--- config.mk ---
export PLATFORM = sky130hd
export DESIGN_NAME = mcycle_ctrl
export DESIGN_NICKNAME = d
export VERILOG_FILES = /design/src/rtl/mcycle_ctrl.sv
export SDC_FILE = /design/constraint.sdc
export NUM_CORES = 1
export LEC_CHECK = 0
export CAP_MARGIN = 20
export CORE_MARGIN = 2
export CORE_UTILIZATION = 36
export CTS_CLUSTER_DIAMETER = 200
export DETAILED_ROUTE_END_ITERATION = 10
export HOLD_SLACK_MARGIN = 0.03
export PLACE_DENSITY = 0.62
export SLEW_MARGIN = 10
export SYNTH_ARGS = -nofsm -noshare
export SYNTH_HDL_FRONTEND = slang
export SYNTH_SLANG_ARGS = --single-unit
--- constraint.sdc ---
create_clock -name CLK -period 9.75 [get_ports CLK]
set_clock_uncertainty 0.15 [all_clocks]
set_input_delay 0.975 -clock CLK [delete_from_list [all_inputs] [get_ports CLK]]
set_output_delay 0.975 -clock CLK [all_outputs]
set_load 0.005 [all_outputs]
--- src/rtl/mcycle_ctrl.sv ---
// mcycle_ctrl: iterative multiply/divide unit for the Execute stage.
// Handshake: Start is a request that is taken only in IDLE when Abort is low;
// Busy is high from the accepting cycle until the last COMPUTE cycle; Done is
// a one-cycle pulse in DONE, when Result1/Result2 already hold the answer.
// Results stay put until the next accepted operation completes or reset.
module mcycle_ctrl #(
    parameter int WIDTH = 32
) (
    input  logic             CLK,
    input  logic             RESET,
    input  logic             Start,
    input  logic [1:0]       MCycleOp,
    input  logic             Abort,
    input  logic [WIDTH-1:0] Operand1,
    input  logic [WIDTH-1:0] Operand2,
    output logic [WIDTH-1:0] Result1,
    output logic [WIDTH-1:0] Result2,
    output logic             Busy,
    output logic             Done,
    output logic [1:0]       DbgState
);

    localparam int CW = $clog2(WIDTH) + 1;

    typedef enum logic [1:0] {IDLE = 2'd0, COMPUTE = 2'd1, DONE = 2'd2} state_t;

    state_t               state_q, state_d;
    logic [CW-1:0]        count_q, count_d;
    logic                 is_div_q, is_div_d;
    logic                 neg_q, neg_d;         // negate product / quotient
    logic                 rem_neg_q, rem_neg_d; // remainder follows dividend sign
    logic                 div0_q, div0_d;
    logic [WIDTH-1:0]     op1_q, op1_d;         // raw dividend for divide-by-zero
    logic [WIDTH-1:0]     mcand_q, mcand_d;     // multiplicand or divisor magnitude
    logic [2*WIDTH-1:0]   acc_q, acc_d;         // product accumulator / quotient in low half
    logic [WIDTH-1:0]     rem_q, rem_d;
    logic [WIDTH-1:0]     result1_q, result1_d;
    logic [WIDTH-1:0]     result2_q, result2_d;

    logic                 a_neg, b_neg;
    logic [WIDTH-1:0]     a_mag, b_mag;
    logic [WIDTH:0]       mul_sum;
    logic [2*WIDTH-1:0]   mul_next, prod_fix;
    logic [WIDTH:0]       div_shift;
    logic                 div_ok;
    logic [WIDTH-1:0]     div_q_next, div_rem_next;

    // Operand magnitudes and one shift-add / restoring-divide step.
    always_comb begin
        a_neg        = MCycleOp[0] & Operand1[WIDTH-1];
        b_neg        = MCycleOp[0] & Operand2[WIDTH-1];
        a_mag        = a_neg ? (~Operand1 + 1'b1) : Operand1;
        b_mag        = b_neg ? (~Operand2 + 1'b1) : Operand2;
        mul_sum      = {1'b0, acc_q[2*WIDTH-1:WIDTH]} + (acc_q[0] ? {1'b0, mcand_q} : '0);
        mul_next     = {mul_sum, acc_q[WIDTH-1:1]};
        prod_fix     = neg_q ? (~mul_next + 1'b1) : mul_next;
        div_shift    = {rem_q, acc_q[WIDTH-1]};
        div_ok       = (div_shift >= {1'b0, mcand_q});
        div_rem_next = div_ok ? (div_shift[WIDTH-1:0] - mcand_q) : div_shift[WIDTH-1:0];
        div_q_next   = {acc_q[WIDTH-2:0], div_ok};
    end

    // Next-state, datapath updates and combinational outputs.
    always_comb begin
        state_d   = state_q;
        count_d   = count_q;
        is_div_d  = is_div_q;
        neg_d     = neg_q;
        rem_neg_d = rem_neg_q;
        div0_d    = div0_q;
        op1_d     = op1_q;
        mcand_d   = mcand_q;
        acc_d     = acc_q;
        rem_d     = rem_q;
        result1_d = result1_q;
        result2_d = result2_q;
        Busy      = 1'b0;
        Done      = 1'b0;
        unique case (state_q)
            IDLE: begin
                if (Start && !Abort) begin
                    Busy      = ~RESET;
                    state_d   = COMPUTE;
                    count_d   = CW'(WIDTH);
                    is_div_d  = MCycleOp[1];
                    neg_d     = a_neg ^ b_neg;
                    rem_neg_d = a_neg;
                    div0_d    = (Operand2 == '0);
                    op1_d     = Operand1;
                    mcand_d   = MCycleOp[1] ? b_mag : a_mag;
                    acc_d     = {{WIDTH{1'b0}}, MCycleOp[1] ? a_mag : b_mag};
                    rem_d     = '0;
                end
            end
            COMPUTE: begin
                if (Abort) begin
                    state_d = IDLE;
                end else begin
                    Busy    = ~RESET;
                    count_d = count_q - 1'b1;
                    if (is_div_q) begin
                        acc_d = {{WIDTH{1'b0}}, div_q_next};
                        rem_d = div_rem_next;
                    end else begin
                        acc_d = mul_next;
                    end
                    if (count_q == CW'(1)) begin
                        state_d = DONE;
                        if (!is_div_q) begin
                            result1_d = prod_fix[WIDTH-1:0];
                            result2_d = prod_fix[2*WIDTH-1:WIDTH];
                        end else if (div0_q) begin
                            result1_d = '1;
                            result2_d = op1_q;
                        end else begin
                            result1_d = neg_q ? (~div_q_next + 1'b1) : div_q_next;
                            result2_d = rem_neg_q ? (~div_rem_next + 1'b1) : div_rem_next;
                        end
                    end
                end
            end
            DONE: begin
                Done    = ~Abort;
                state_d = IDLE;
            end
            default: state_d = IDLE;
        endcase
    end

    // State and datapath registers with asynchronous reset.
    always_ff @(posedge CLK or posedge RESET) begin
        if (RESET) begin
            state_q   <= IDLE;
            count_q   <= '0;
            is_div_q  <= 1'b0;
            neg_q     <= 1'b0;
            rem_neg_q <= 1'b0;
            div0_q    <= 1'b0;
            op1_q     <= '0;
            mcand_q   <= '0;
            acc_q     <= '0;
            rem_q     <= '0;
            result1_q <= '0;
            result2_q <= '0;
        end else begin
            state_q   <= state_d;
            count_q   <= count_d;
            is_div_q  <= is_div_d;
            neg_q     <= neg_d;
            rem_neg_q <= rem_neg_d;
            div0_q    <= div0_d;
            op1_q     <= op1_d;
            mcand_q   <= mcand_d;
            acc_q     <= acc_d;
            rem_q     <= rem_d;
            result1_q <= result1_d;
            result2_q <= result2_d;
        end
    end

    assign Result1  = result1_q;
    assign Result2  = result2_q;
    assign DbgState = state_q;

endmodule

# ---- Word level (Yosys, flattened, before mapping)
# Index checks and enable logic that the tools add are counted.
dict set report classes {
  addsub 8
  magnitude_cmp 1
  n_eq_ne 7
  mux 32
  bitwise 10
  n_reduce_logical 10
}
# operator count
set op_table {}
lappend op_table {{32-bit 2-to-1 mux} 15}
lappend op_table {{64-bit 2-to-1 mux} 4}
lappend op_table {{32-bit by 1-bit adder with 32-bit output, second input constant} 4}
lappend op_table {{32-bit NOT} 4}
lappend op_table {{64-bit case mux with 2 select lines} 1}
lappend op_table {{64-bit by 1-bit adder with 64-bit output, second input constant} 1}
lappend op_table {{64-bit NOT} 1}
lappend op_table {{32-bit case mux with 2 select lines} 1}
lappend op_table {{32-bit by 32-bit adder with 33-bit output} 1}
lappend op_table {{33-bit by 32-bit >= comparator with 1-bit output} 1}
lappend op_table {{32-bit zero test} 1}
lappend op_table {{32-bit subtractor} 1}
lappend op_table {{6-bit 2-to-1 mux} 2}
lappend op_table {{6-bit case mux with 2 select lines} 1}
lappend op_table {{6-bit by 1-bit == test with 1-bit output, second input constant} 1}
lappend op_table {{2-bit 2-to-1 mux} 3}
lappend op_table {{2-bit inequality test, second input constant} 3}
lappend op_table {{3-bit AND reduction} 2}
lappend op_table {{6-bit by 1-bit subtractor with 6-bit output, second input constant} 1}
lappend op_table {{2-bit case mux with 2 select lines} 1}
lappend op_table {{2-bit AND reduction} 2}
lappend op_table {{4-bit AND reduction} 1}
lappend op_table {{1-bit 2-to-1 mux} 3}
lappend op_table {{3-bit inequality test, second input constant} 1}
lappend op_table {{other kinds (10)} 12}
dict set report totals {
  ff_bits 236
  inputBits 70
  out_inout_bits 68
  wordCells 80
}

# ---- Longest topological paths before layout
# Gate-level depths: netlist of run 1.
dict set report depth {
  ltp_word 7
  ltp_mapped 22
  depth_no_buf 18
}

# ---- Least setup slack after synthesis of run 1
# Ideal clock, no wire load.
dict set report synth_timing {
  path_type {register to register}
  startpoint {register rem_q[11]}
  endpoint {register result2_q[22] (netlist: Result2[22])}
  arrival_time_ns 4.703
  setup_slack_ns 4.805
  path_stages_with_launch 22
  n_path_buf 4
  period_less_slack_ns 4.945
  cell_sequence {dfrtp_1 -> ha_1 -> buf_2 -> nand4_1 -> nor3_1 -> o2111a_1 -> nor3_2 -> o31ai_4 -> buf_2 -> buf_2 -> buf_2 -> nand2_1 -> o21ai_0 -> ha_1 -> and3_1 -> nand3_1 -> nor4b_1 -> a31oi_1 -> o41ai_2 -> xnor2_1 -> o211a_1 -> o31ai_2}
}
dict set report synth_between {
  elab_chain_cells 7
  elab_cells_between_ends 8
  cone_classes {2 x add/sub; 1 x order compare; 4 x mux; 1 x bitwise}
}
# item line
set synth_lines {}
lappend synth_lines {{from (decl)} 36} ;# logic [WIDTH-1:0] rem_q, rem_d;
lappend synth_lines {{from (signal assigned)} 155} ;# rem_q <= rem_d;
lappend synth_lines {{32-bit subtractor or 33-bit by 32-bit >= comparator with 1-bit output (tied branches)} {59, 58}}
lappend synth_lines {{32-bit 2-to-1 mux (*)} 59} ;# div_rem_next = div_ok ? (div_shift[WIDTH-1:0] - mcand_q) : div_shift[WIDTH-1:0];
lappend synth_lines {{32-bit NOT} 117} ;# result2_d = rem_neg_q ? (~div_rem_next + 1'b1) : div_rem_next;
lappend synth_lines {{32-bit by 1-bit adder with 32-bit output} 117}
lappend synth_lines {{32-bit 2-to-1 mux (*)} 117}
lappend synth_lines {{32-bit 2-to-1 mux (*)} 112} ;# end else if (div0_q) begin
lappend synth_lines {{32-bit 2-to-1 mux (*)} 109} ;# if (!is_div_q) begin
lappend synth_lines {{to (signal assigned)} 157} ;# result2_q <= result2_d;
lappend synth_lines {{to (decl)} 38} ;# logic [WIDTH-1:0] result2_q, result2_d;
# Mark *: on every way between the ends. The rest lies on a longest branch, timed or not.
# A chain may end at the register's enable or synchronous reset.

# ---- Worst setup path after layout of run 1
dict set report layout_timing {
  startpoint {register rem_q[10]}
  endpoint {register result2_q[22] (netlist: Result2[22])}
}
# Same word-level chain as after synthesis.

==> results of run 1 <==
tightest hold or removal path, cell delays in order (launching register included):
cell     delay (ps)
dfrtp_1         340
nand2_1          50
nand2_1          50
kinds of logic after synthesis:
family / Yosys count
AND/OR/NAND/NOR: 942
AO/OA/AOI/OAI: 773
buffers and inverters: 259
flip-flops: 236
XOR/XNOR: 206
multiplexers: 74
adder cells (fa/ha/maj): 73
synth_stat cells (17+ instances only):
cell | count | area share
xnor2_1 | 127 | 0.056
o31ai_1 | 31 | 0.012
a21oi_1 | 193 | 0.049
nor4_1 | 19 | 0.0060
mux2i_1 | 69 | 0.035
a22o_1 | 27 | 0.012
nor2_1 | 262 | 0.050
nand3_1 | 44 | 0.011
or3_1 | 32 | 0.010
nand2_1 | 379 | 0.072
a21o_1 | 27 | 0.010
o22ai_1 | 38 | 0.012
o211ai_1 | 31 | 0.012
nor3_1 | 51 | 0.013
xor2_1 | 79 | 0.035
dfrtp_1 | 236 | 0.30
a31oi_1 | 24 | 0.0076
nand4_1 | 21 | 0.0067
and2_1 | 25 | 0.0079
a211oi_1 | 23 | 0.0088
o21ai_0 | 235 | 0.060
inv_1 | 79 | 0.015
buf_2 | 21 | 0.0053
clkbuf_1 | 141 | 0.027
and3_1 | 17 | 0.0054
ha_1 | 71 | 0.045
nand2b_1 | 19 | 0.0060
path summary, 6_finish.rpt:
check | start | endpoint | slack [ps] | cells past startpoint
max | rem_q[10] | Result2[22] | 3280 | 18
min | op1_q[31] | op1_q[31] | 320 | 2
max reg2reg | rem_q[10] | Result2[22] | 3280 | 18
min reg2reg | op1_q[31] | op1_q[31] | 320 | 2
max in group asynchronous | RESET | is_div_q | 7010 | 3
min in group asynchronous | RESET | count_q[4] | 750 | 2
layer usage:
| layer | wire, um | share of wire |
|---|---|---|
| met5 | 0 | 0 |
| met2 | 33800 | 0.44 |
| met3 | 6470 | 0.084 |
| met1 | 34800 | 0.45 |
| met4 | 1980 | 0.026 |
flip-flops by register name (all words and copies together) (netlist names), 2 cells and up:
signal / cells
DbgState: 2
Result1: 32
Result2: 32
acc_q: 64
count_q: 6
mcand_q: 32
op1_q: 32
rem_q: 32
power by group:
group	total, mW	internal [mW]	leakage [nW]	switching (mW)
sequential	1.54	1.22	3.07	0.315
combinational	2.21	0.905	5.91	1.31
clock	1.12	0.639	0.462	0.479
total	4.87	2.77	9.44	2.10
placed cells by master, fill, tap and decap left out, types with 17 or more instances in the layout:
cell             count
nor4_1              19
clkdlybuf4s50_1    136
xor2_1              79
o21ai_0            235
xnor2_1            127
o31ai_1             31
a22o_1              27
o22ai_1             38
nand3_1             44
inv_1               78
nand2_1            377
buf_4               26
a21o_1              27
nor3_1              51
nand2b_1            18
and2_1              25
or3_1               32
and3_1              17
a211oi_1            23
dfrtp_1            234
nor2_1             261
a21oi_1            193
a31oi_1             24
nand4_1             21
mux2i_1             69
clkbuf_16           29
ha_1                71
o211ai_1            31
area by class of cell:
| type | instances | area share |
|---|---|---|
| multi-input combinational | 2068 | 0.570 |
| antenna | 3 | 0.000334 |
| sequential | 236 | 0.263 |
| clock inverter | 13 | 0.00613 |
| timing repair buffer | 164 | 0.0708 |
| clock buffer | 40 | 0.0364 |
| inverter | 81 | 0.0139 |
| tap | 696 | 0.0388 |
==> results.py, run 1 <==
metrics = {
    "timing": {
        "fin_ws_ps": 3280,
        "worst_pin_slew_ps": 1110,
        "fin_crit_ps": 6470,
        "max_slew_margin": 0.263,
        "rsz0062_at_grt": "no",
        "setup_violations": 0,
        "fin_crit_sh": 0.664,
        "hold_violations": 0,
        "clock.fmax_mhz": 155,
        "report.final.slew_viol_count": 0,
        "hold_slack_ps": 322,
        "tns_ps": 0,
    },
    "setup_path": {
        "worst-endpoint-required_ps": 10080,
        "worstSetupStartpointType": "flop",
        "worst-path-buf-inv": 1,
        "end_kind": "flop",
        "critical_path_class": "reg2reg",
        "cp.arrival_ps": 6800,
        "path_cells": "ha_1 -> nand4_1 -> nor3_1 -> o2111a_1 -> nor3_2 -> o31ai_4 -> buf_4 -> nand2_1 -> o21ai_0 -> ha_1 -> and3_1 -> nand3_1 -> nor4b_1 -> a31oi_1 -> o41ai_2 -> xnor2_1 -> o211a_1 -> o31ai_2",
        "path_max_fanout": 37,
        "cpMostUsedCell": "ha_1",
        "worst_path_dominant_cell_family": "compound AO/OA/AOI/OAI gates",
        "critPathMaxStageDelay_ps": 750,
        "slowest_stage": "o31ai_4",
    },
    "place": {
        "placed_cell_area_mm2": 0.0215,
        "placed_cells": 3244,
        "place_congestion": 0.940,
        "dp_slack_ps": 3450,
        "io_buffers": 137,
        "hpwl_um": 58700,
    },
    "cells_and_area": {
        "multi_input_area_mm2": 0.0128,
        "drive_above_1_share": 0.0534,
        "layout.nets": 2723,
        "final_cell_area_mm2": 0.0224,
        "stdcell_count": 3301,
        "utilization": 0.416,
        "regArea_mm2": 0.00591,
        "area_growth_pct": 13.9,
        "nFillCells": 5455,
    },
    "clock_tree": {
        "ctsHoldBuffers": 0,
        "ctsResizeCount": 0,
        "clock-root-buffer": "clkbuf_16",
        "numCtsBuffers": 29,
        "cts_tree": "built",
        "clkTransAtPathRegs_ps": 70,
        "post_cts_buffers": 0,
        "cts_max_path_buffers": 3,
        "clkLatencyLatePin_ps": 590,
        "cts_htree_levels": 1,
        "clkSinkCount": 236,
    },
    "die": {
        "num_rows": 85,
        "initial_core_util": 0.365,
        "ios": 138,
        "die_w_um": 238,
        "die_height_um": 238,
        "dieArea_mm2": 0.0566,
        "fp.coreArea_mm2": 0.0539,
    },
    "synth": {
        "synth_edf_count": 0,
        "synth_cell_types": 106,
        "yosys.area_share.adder": 0.0471,
        "syn-num-nets": 2706,
        "synth_area_mm2": 0.0197,
        "ys.flop_type": "dfrtp_1",
        "ys_seq_area_frac": 0.300,
        "syn-instance-count": 2563,
        "yosys.area_share.simple": 0.220,
        "synth_seq_cells": 236,
        "synth.avg_cell_area_um2": 7.69,
        "synth_xor_area_frac": 0.0916,
        "synthMuxAreaShare": 0.0379,
        "synth_compound_area_frac": 0.252,
        "synth-warning-count": 0,
        "synth_top_family_by_area": "compound AO/OA/AOI/OAI gates",
        "async_flop_share": 1.00,
    },
    "grt": {
        "grtUsageMet2": 0.414,
        "grt_pass1_vias": 18400,
        "grt_start_max_net_pins": 104,
        "use_met1": 0.382,
        "grt_pass1_wl_um": 116000,
        "antenna_found_initial": 5,
        "grt.met3_usage": 0.0458,
        "grtUsageTotal": 0.267,
        "grt-busiest-layer": "met2",
        "grt-ovfl-total": 0,
    },
    "outcome": {
        "status": "complete, no violations",
    },
    "pwr": {
        "worst_ir_drop_vdd_mv": 0.160,
        "power.static_leakage_nw": 9.44,
        "power_mw": 4.87,
        "power_density_mw_per_mm2": 217,
    },
    "routing": {
        "wire_per_inst_um": 23.3,
        "drtIter0Drc": 2232,
        "vias_per_cell": 5.98,
        "vias": 19700,
        "firstDrtPassIters": 5,
        "antenna_left": 0,
        "drc": 0,
        "routed_wl_um": 77000,
    },
    "worst_hold_path": {
        "hold_path.class": "reg2reg",
    },
    "run": {
        "maxCapViolCount": 0,
    },
}
Power figures use the tool's default switching activity.
==> run 2, diff against run 1 <==
PLACE_DENSITY = 0.64   (was 0.62)
clock period = 5.3 ns   (was 9.75 ns; I/O delays follow)
==> run 2 against run 1 <==
Flip-flop and latch count unchanged. Fmax rose by 27%. Hold slack lost 140 ps. Global-route usage grew 1.1 points. Final area up 2.8%. Sequential power increased by 85%. Critical endpoint unchanged. Highest routed layer is now met5.
==> results.py, run 2 (synthesis gave the netlist of run 1 again) <==
metrics = {
    "setup_path": {
        "path_max_fanout": 7,
        "critical_path_class": "reg2reg",
        "critPathMaxStageDelay_ps": 460,
        "path_cells": "ha_1 -> nand3_1 -> o21ba_2 -> o2111a_1 -> nor3_2 -> o31ai_4 -> inv_2 -> mux2i_1 -> ha_1 -> and3_1 -> nand3_1 -> nor4b_4 -> a31oi_1 -> buf_4 -> o41ai_2 -> xnor2_1 -> o211a_1 -> o31ai_2",
        "r2r_slack_ps": 210,
        "worst_r2r_path_depth": 18,
        "worst-endpoint-required_ps": 5650,
        "slowest_stage": "dfrtp_1",
        "worstSetupStartpointType": "flop",
        "r2r_start": "rem_q[2]",
        "end_kind": "flop",
        "r2r-end": "Result2[22]",
        "cp.arrival_ps": 5440,
    },
    "pwr": {
        "internal_power_mw": 5.42,
        "p_seq_frac": 0.303,
        "clkPwrFrac": 0.247,
        "combPwrFrac": 0.450,
        "swShare": 0.423,
        "power.static_leakage_nw": 9.79,
        "worst_ir_drop_vdd_mv": 0.214,
        "p_switching_mw": 3.98,
        "power_density_mw_per_mm2": 407,
    },
    "timing": {
        "max_slew_margin": 0.268,
        "hold_violations": 0,
        "hold_slack_ps": 178,
        "fin_crit_sh": 0.960,
        "rsz0062_at_grt": "yes",
        "clock.fmax_mhz": 197,
        "setup_violations": 0,
        "worst_pin_slew_ps": 1100,
        "tns_ps": 0,
        "fin_crit_ps": 5090,
        "report.final.slew_viol_count": 0,
    },
    "cells_and_area": {
        "layout.nets": 2782,
        "layout_common_cells": "nand2_1 (377), nor2_1 (261), o21ai_0 (235), dfrtp_1 (234), a21oi_1 (193)",
        "top_register": "acc_q",
        "layout_commonest_cell": "nand2_1",
        "nFillCells": 5398,
        "largest_reg_flops": 64,
        "drive_above_1_share": 0.0770,
        "area_growth_pct": 17.2,
    },
    "routing": {
        "vias": 20100,
        "vias_per_cell": 5.97,
        "drc": 0,
        "routed_wl_um": 80500,
        "wire_per_inst_um": 24.0,
        "firstDrtPassIters": 6,
        "drtIter0Drc": 2106,
        "antenna_left": 0,
    },
    "place": {
        "io_buffers": 137,
        "place_congestion": 1.00,
        "hpwl_um": 61600,
    },
    "die": {
        "dieArea_mm2": 0.0566,
        "initial_core_util": 0.365,
        "num_rows": 85,
        "die_w_um": 238,
        "ios": 138,
        "die_height_um": 238,
        "fp.coreArea_mm2": 0.0539,
    },
    "grt": {
        "grt_pass1_vias": 18900,
        "grtUsageTotal": 0.278,
        "antenna_found_initial": 3,
        "grt-ovfl-total": 0,
        "grt_start_max_net_pins": 103,
        "grt_pass1_wl_um": 120000,
    },
    "clock_tree": {
        "clkSinkCount": 236,
        "clkTransAtPathRegs_ps": 60,
        "cts_htree_levels": 1,
        "clock-root-buffer": "clkbuf_16",
        "cts_max_path_buffers": 3,
        "ctsHoldBuffers": 0,
        "cts_tree": "built",
        "numCtsBuffers": 31,
        "clkLatencyLatePin_ps": 600,
    },
    "run": {
        "maxCapViolCount": 0,
    },
    "worst_hold_path": {
        "hold_path.class": "in2async",
    },
    "outcome": {
        "status": "complete, no violations",
    },
}
run 2: layout make-up:
class                           count  area (um2)  share of cell area
Antenna cell                        2        5.00            0.000217
Clock buffer                       39         836              0.0362
Clock inverter                     17         256              0.0111
Inverter                           81         308              0.0133
Multi-Input combinational cell   2068       12900               0.557
Sequential cell                   236        5910               0.256
Tap cell                          696         871              0.0377
Timing Repair Buffer              221        2050              0.0887
run 2: per-stage QoR:
step / std cells / instance area [um2] / power [mW] / setup slack (ps) / util
floorplan: 2563 / 19700 / 5.29 / 355 / -
global placement: 3301 / 21900 / 6.96 / 119 / 0.407
detailed placement: 3301 / 21900 / 7.01 / -19.1 / 0.407
CTS: 3357 / 23000 / 9.33 / 133 / 0.427
global route: 3358 / 23100 / 9.90 / -74.3 / 0.428
finish: 3360 / 23100 / 9.41 / 211 / 0.428
run 2: worst max-delay path by stage:
stage / start / endpoint / slack (ps) / cells past startpoint
finish: rem_q[2] / Result2[22] / 210 / 18
global route: rem_q[2] / Result2[22] / -70 / 18
CTS: acc_q[0] / Result2[30] / 130 / 15
detailed placement: rem_q[10] / Result2[22] / -20 / 18
global placement: rem_q[10] / Result2[22] / 120 / 18
floorplan: rem_q[11] / Result2[22] / 360 / 21
run 2: what timing repair did:
item,4_1_cts,5_1_grt
resized for setup,1,8
setup buffers,0,0
endpoints found under the hold margin,0,0
setup endpoints to repair,1,12
pin swaps,0,0
run 2: worst max-delay path, delay by kind of cell (launching register included):
family / cells / cell delay (ps)
AO/OA/AOI/OAI: 7 / 1910
XOR/XNOR: 1 / 100
adder cells (fa/ha/maj): 2 / 760
buffers and inverters: 2 / 310
flip-flops: 1 / 460
multiplexers: 1 / 240
AND/OR/NAND/NOR: 5 / 1070
run 2: power by group through the flow:
stage | Sequential, mW | Combinational, mW | Clock, mW
2_1_floorplan | 2.50 | 2.79 | 0
3_3_place_gp | 2.84 | 4.11 | 0
3_5_place_dp | 2.86 | 4.14 | 0
4_1_cts | 2.83 | 4.17 | 2.33
5_1_grt | 2.90 | 4.59 | 2.40
6_report | 2.85 | 4.23 | 2.32
run 2: metal layers:
layer / vias up / share of wire / track usage
met2: 825 / 0.45 / 0.440
met4: 4 / 0.026 / 0.0781
met1: 9822 / 0.44 / 0.392
li1: 9298 / - / -
met5: - / 0.00031 / 0
met3: 106 / 0.082 / 0.0436
==> run 3, diff against run 2 <==
CORE_MARGIN = default   (was 2)
==> run 3 against run 2 <==
Die area decreased by 1.7%. First-iteration DRC count increased by 6.9%. Flip-flop and latch count unchanged. Wire length decreased by 1.6%. Non-clock buffer count decreased by 12. Global-route usage about the same. Clock-buffer cell count increased by 1. Register-to-register slack improved by 99 ps. Hold slack got worse by 86 ps. Final area decreased by 0.98%. Final cell count decreased by 0.45%.
==> results.py, run 3 (synthesis gave the netlist of run 1 again) <==
metrics = {
    "outcome": {
        "status": "complete, no violations",
    },
    "die": {
        "die_height_um": 236,
        "dieArea_mm2": 0.0557,
        "fp.coreArea_mm2": 0.0539,
        "initial_core_util": 0.365,
        "die_w_um": 236,
        "ios": 138,
        "num_rows": 85,
    },
    "setup_path": {
        "worst-endpoint-required_ps": 5610,
        "path_cells": "ha_1 -> nand4_1 -> nor3_1 -> o2111a_1 -> nor3_2 -> o31ai_4 -> inv_2 -> mux2i_1 -> ha_1 -> and3_1 -> nand3_1 -> nor4b_1 -> buf_4 -> a31oi_1 -> buf_4 -> o41ai_1 -> xnor2_1 -> o21ai_1 -> o22a_1",
        "worst_path_dominant_cell_family": "compound AO/OA/AOI/OAI gates",
        "crit_end": "Result2[26]",
        "cp-startpoint": "rem_q[9]",
        "cp.arrival_ps": 5300,
        "r2r-end": "Result2[26]",
        "r2r_slack_ps": 310,
        "cp.depth": 19,
        "worstSetupStartpointType": "flop",
        "slowest_stage": "ha_1",
        "end_kind": "flop",
        "critical_path_class": "reg2reg",
        "worst-path-buf-inv": 3,
        "critPathMaxStageDelay_ps": 510,
        "r2r_start": "rem_q[9]",
        "path_max_fanout": 9,
        "worst_r2r_path_depth": 19,
    },
    "grt": {
        "grtUsageTotal": 0.278,
        "antenna_found_initial": 4,
        "grt_start_max_net_pins": 103,
        "grt_pass1_vias": 18700,
        "grt-ovfl-total": 0,
        "grt_pass1_wl_um": 119000,
    },
    "cells_and_area": {
        "layout_common_cells": "nand2_1 (377), nor2_1 (261), o21ai_0 (235), dfrtp_1 (234), a21oi_1 (193)",
        "layout.nets": 2768,
        "layout_commonest_cell": "nand2_1",
        "area_growth_pct": 16.0,
        "largest_reg_flops": 64,
        "drive_above_1_share": 0.0699,
        "stdcell_count": 3345,
        "top_register": "acc_q",
        "nFillCells": 5440,
        "multi_input_area_mm2": 0.0128,
        "final_cell_area_mm2": 0.0229,
        "regArea_mm2": 0.00591,
    },
    "clock_tree": {
        "clock-root-buffer": "clkbuf_16",
        "post_cts_buffers": 0,
        "cts_tree": "built",
        "numCtsBuffers": 29,
        "cts_max_path_buffers": 3,
        "cts_htree_levels": 1,
        "ctsHoldBuffers": 0,
        "clkLatencyLatePin_ps": 610,
        "clkTransAtPathRegs_ps": 70,
        "clkSinkCount": 236,
    },
    "worst_hold_path": {
        "hold_path.class": "in2async",
    },
    "timing": {
        "max_slew_margin": 0.274,
        "rsz0062_at_grt": "no",
        "tns_ps": 0,
        "clock.fmax_mhz": 200,
        "report.final.slew_viol_count": 0,
        "fin_crit_sh": 0.942,
        "worst_pin_slew_ps": 1070,
        "hold_slack_ps": 91.5,
        "hold_violations": 0,
        "fin_crit_ps": 4990,
        "setup_violations": 0,
    },
    "routing": {
        "routed_wl_um": 79300,
        "firstDrtPassIters": 5,
        "vias": 20000,
        "vias_per_cell": 5.97,
        "antenna_left": 0,
        "wire_per_inst_um": 23.7,
        "drc": 0,
        "drtIter0Drc": 2252,
    },
    "place": {
        "placed_cells": 3289,
        "hpwl_um": 60700,
        "place_congestion": 0.975,
        "io_buffers": 137,
        "placed_cell_area_mm2": 0.0218,
    },
    "pwr": {
        "power.static_leakage_nw": 9.69,
        "power_density_mw_per_mm2": 402,
        "worst_ir_drop_vdd_mv": 0.280,
    },
    "run": {
        "maxCapViolCount": 0,
    },
}
-- run 3: cell count changes in the layout (fill, tap and decap cells not counted), moves of 2 or more --
cell and change:
buf_4 -12, bufinv_16 -2, clkbuf_16 -2, clkbuf_8 +3
clkinvlp_4 -2, ha_1 +3, ha_2 -3, nor4b_4 -2
-- run 3: how the worst min path moves through the flow --
stage                     startpoint    endpoint  slack [ps]  cells past startpoint
after floorplan            op1_q[27]   op1_q[27]         290                      2
after global placement     op1_q[27]   op1_q[27]         300                      2
after detailed placement  Result1[0]  Result1[0]         320                      2
after CTS                 Result1[0]  Result1[0]         330                      2
after global routing           RESET  count_q[2]         110                      2
final                          RESET  count_q[2]          90                      2
-- run 3: final cells by class --
| cell class | instances | share of cell area |
|---|---|---|
| diodes | 2 | 0.000219 |
| inverters | 81 | 0.0135 |
| flip-flops and latches | 236 | 0.259 |
| repair buffers | 209 | 0.0856 |
| clock inverters | 13 | 0.00777 |
| multi-input cells | 2068 | 0.560 |
| clock buffers | 40 | 0.0362 |
| well taps | 696 | 0.0381 |
-- run 3: what timing repair did --
| item | CTS | global route |
|---|---|---|
| hold endpoints to repair | 0 | 0 |
| setup endpoints to repair | 0 | 4 |
| gates resized for setup | 0 | 1 |
-- run 3: metal layers --
metal | wire, um | track usage
met1 | 35200 | 0.395
met2 | 34700 | 0.428
met3 | 6620 | 0.0437
met4 | 2750 | 0.0913
met5 | 0 | 0
-- run 3: power by group --
group          total, mW  internal [mW]  switching, mW
clock               2.16           1.28          0.883
combinational       4.18           1.75           2.43
sequential          2.86           2.25          0.608
-- run 3: worst reg2reg max path, stage by stage (launching register included) --
cell,delay (ps)
dfrtp_1,430
ha_1,510
nand4_1,220
nor3_1,300
o2111a_1,270
nor3_2,90
o31ai_4,310
inv_2,70
mux2i_1,250
ha_1,230
and3_1,160
nand3_1,130
nor4b_1,360
buf_4,190
a31oi_1,80
buf_4,210
o41ai_1,470
xnor2_1,170
o21ai_1,70
o22a_1,170
-- run 3: stage by stage --
| step | power (mW) | setup slack (ps) | utilization |
|---|---|---|---|
| floorplan | 5.29 | 355 | - |
| global placement | 6.92 | 432 | 0.405 |
| detailed placement | 6.97 | 408 | 0.405 |
| CTS | 9.15 | 331 | 0.423 |
| global route | 9.70 | 50.9 | 0.424 |
| finish | 9.20 | 310 | 0.424 |
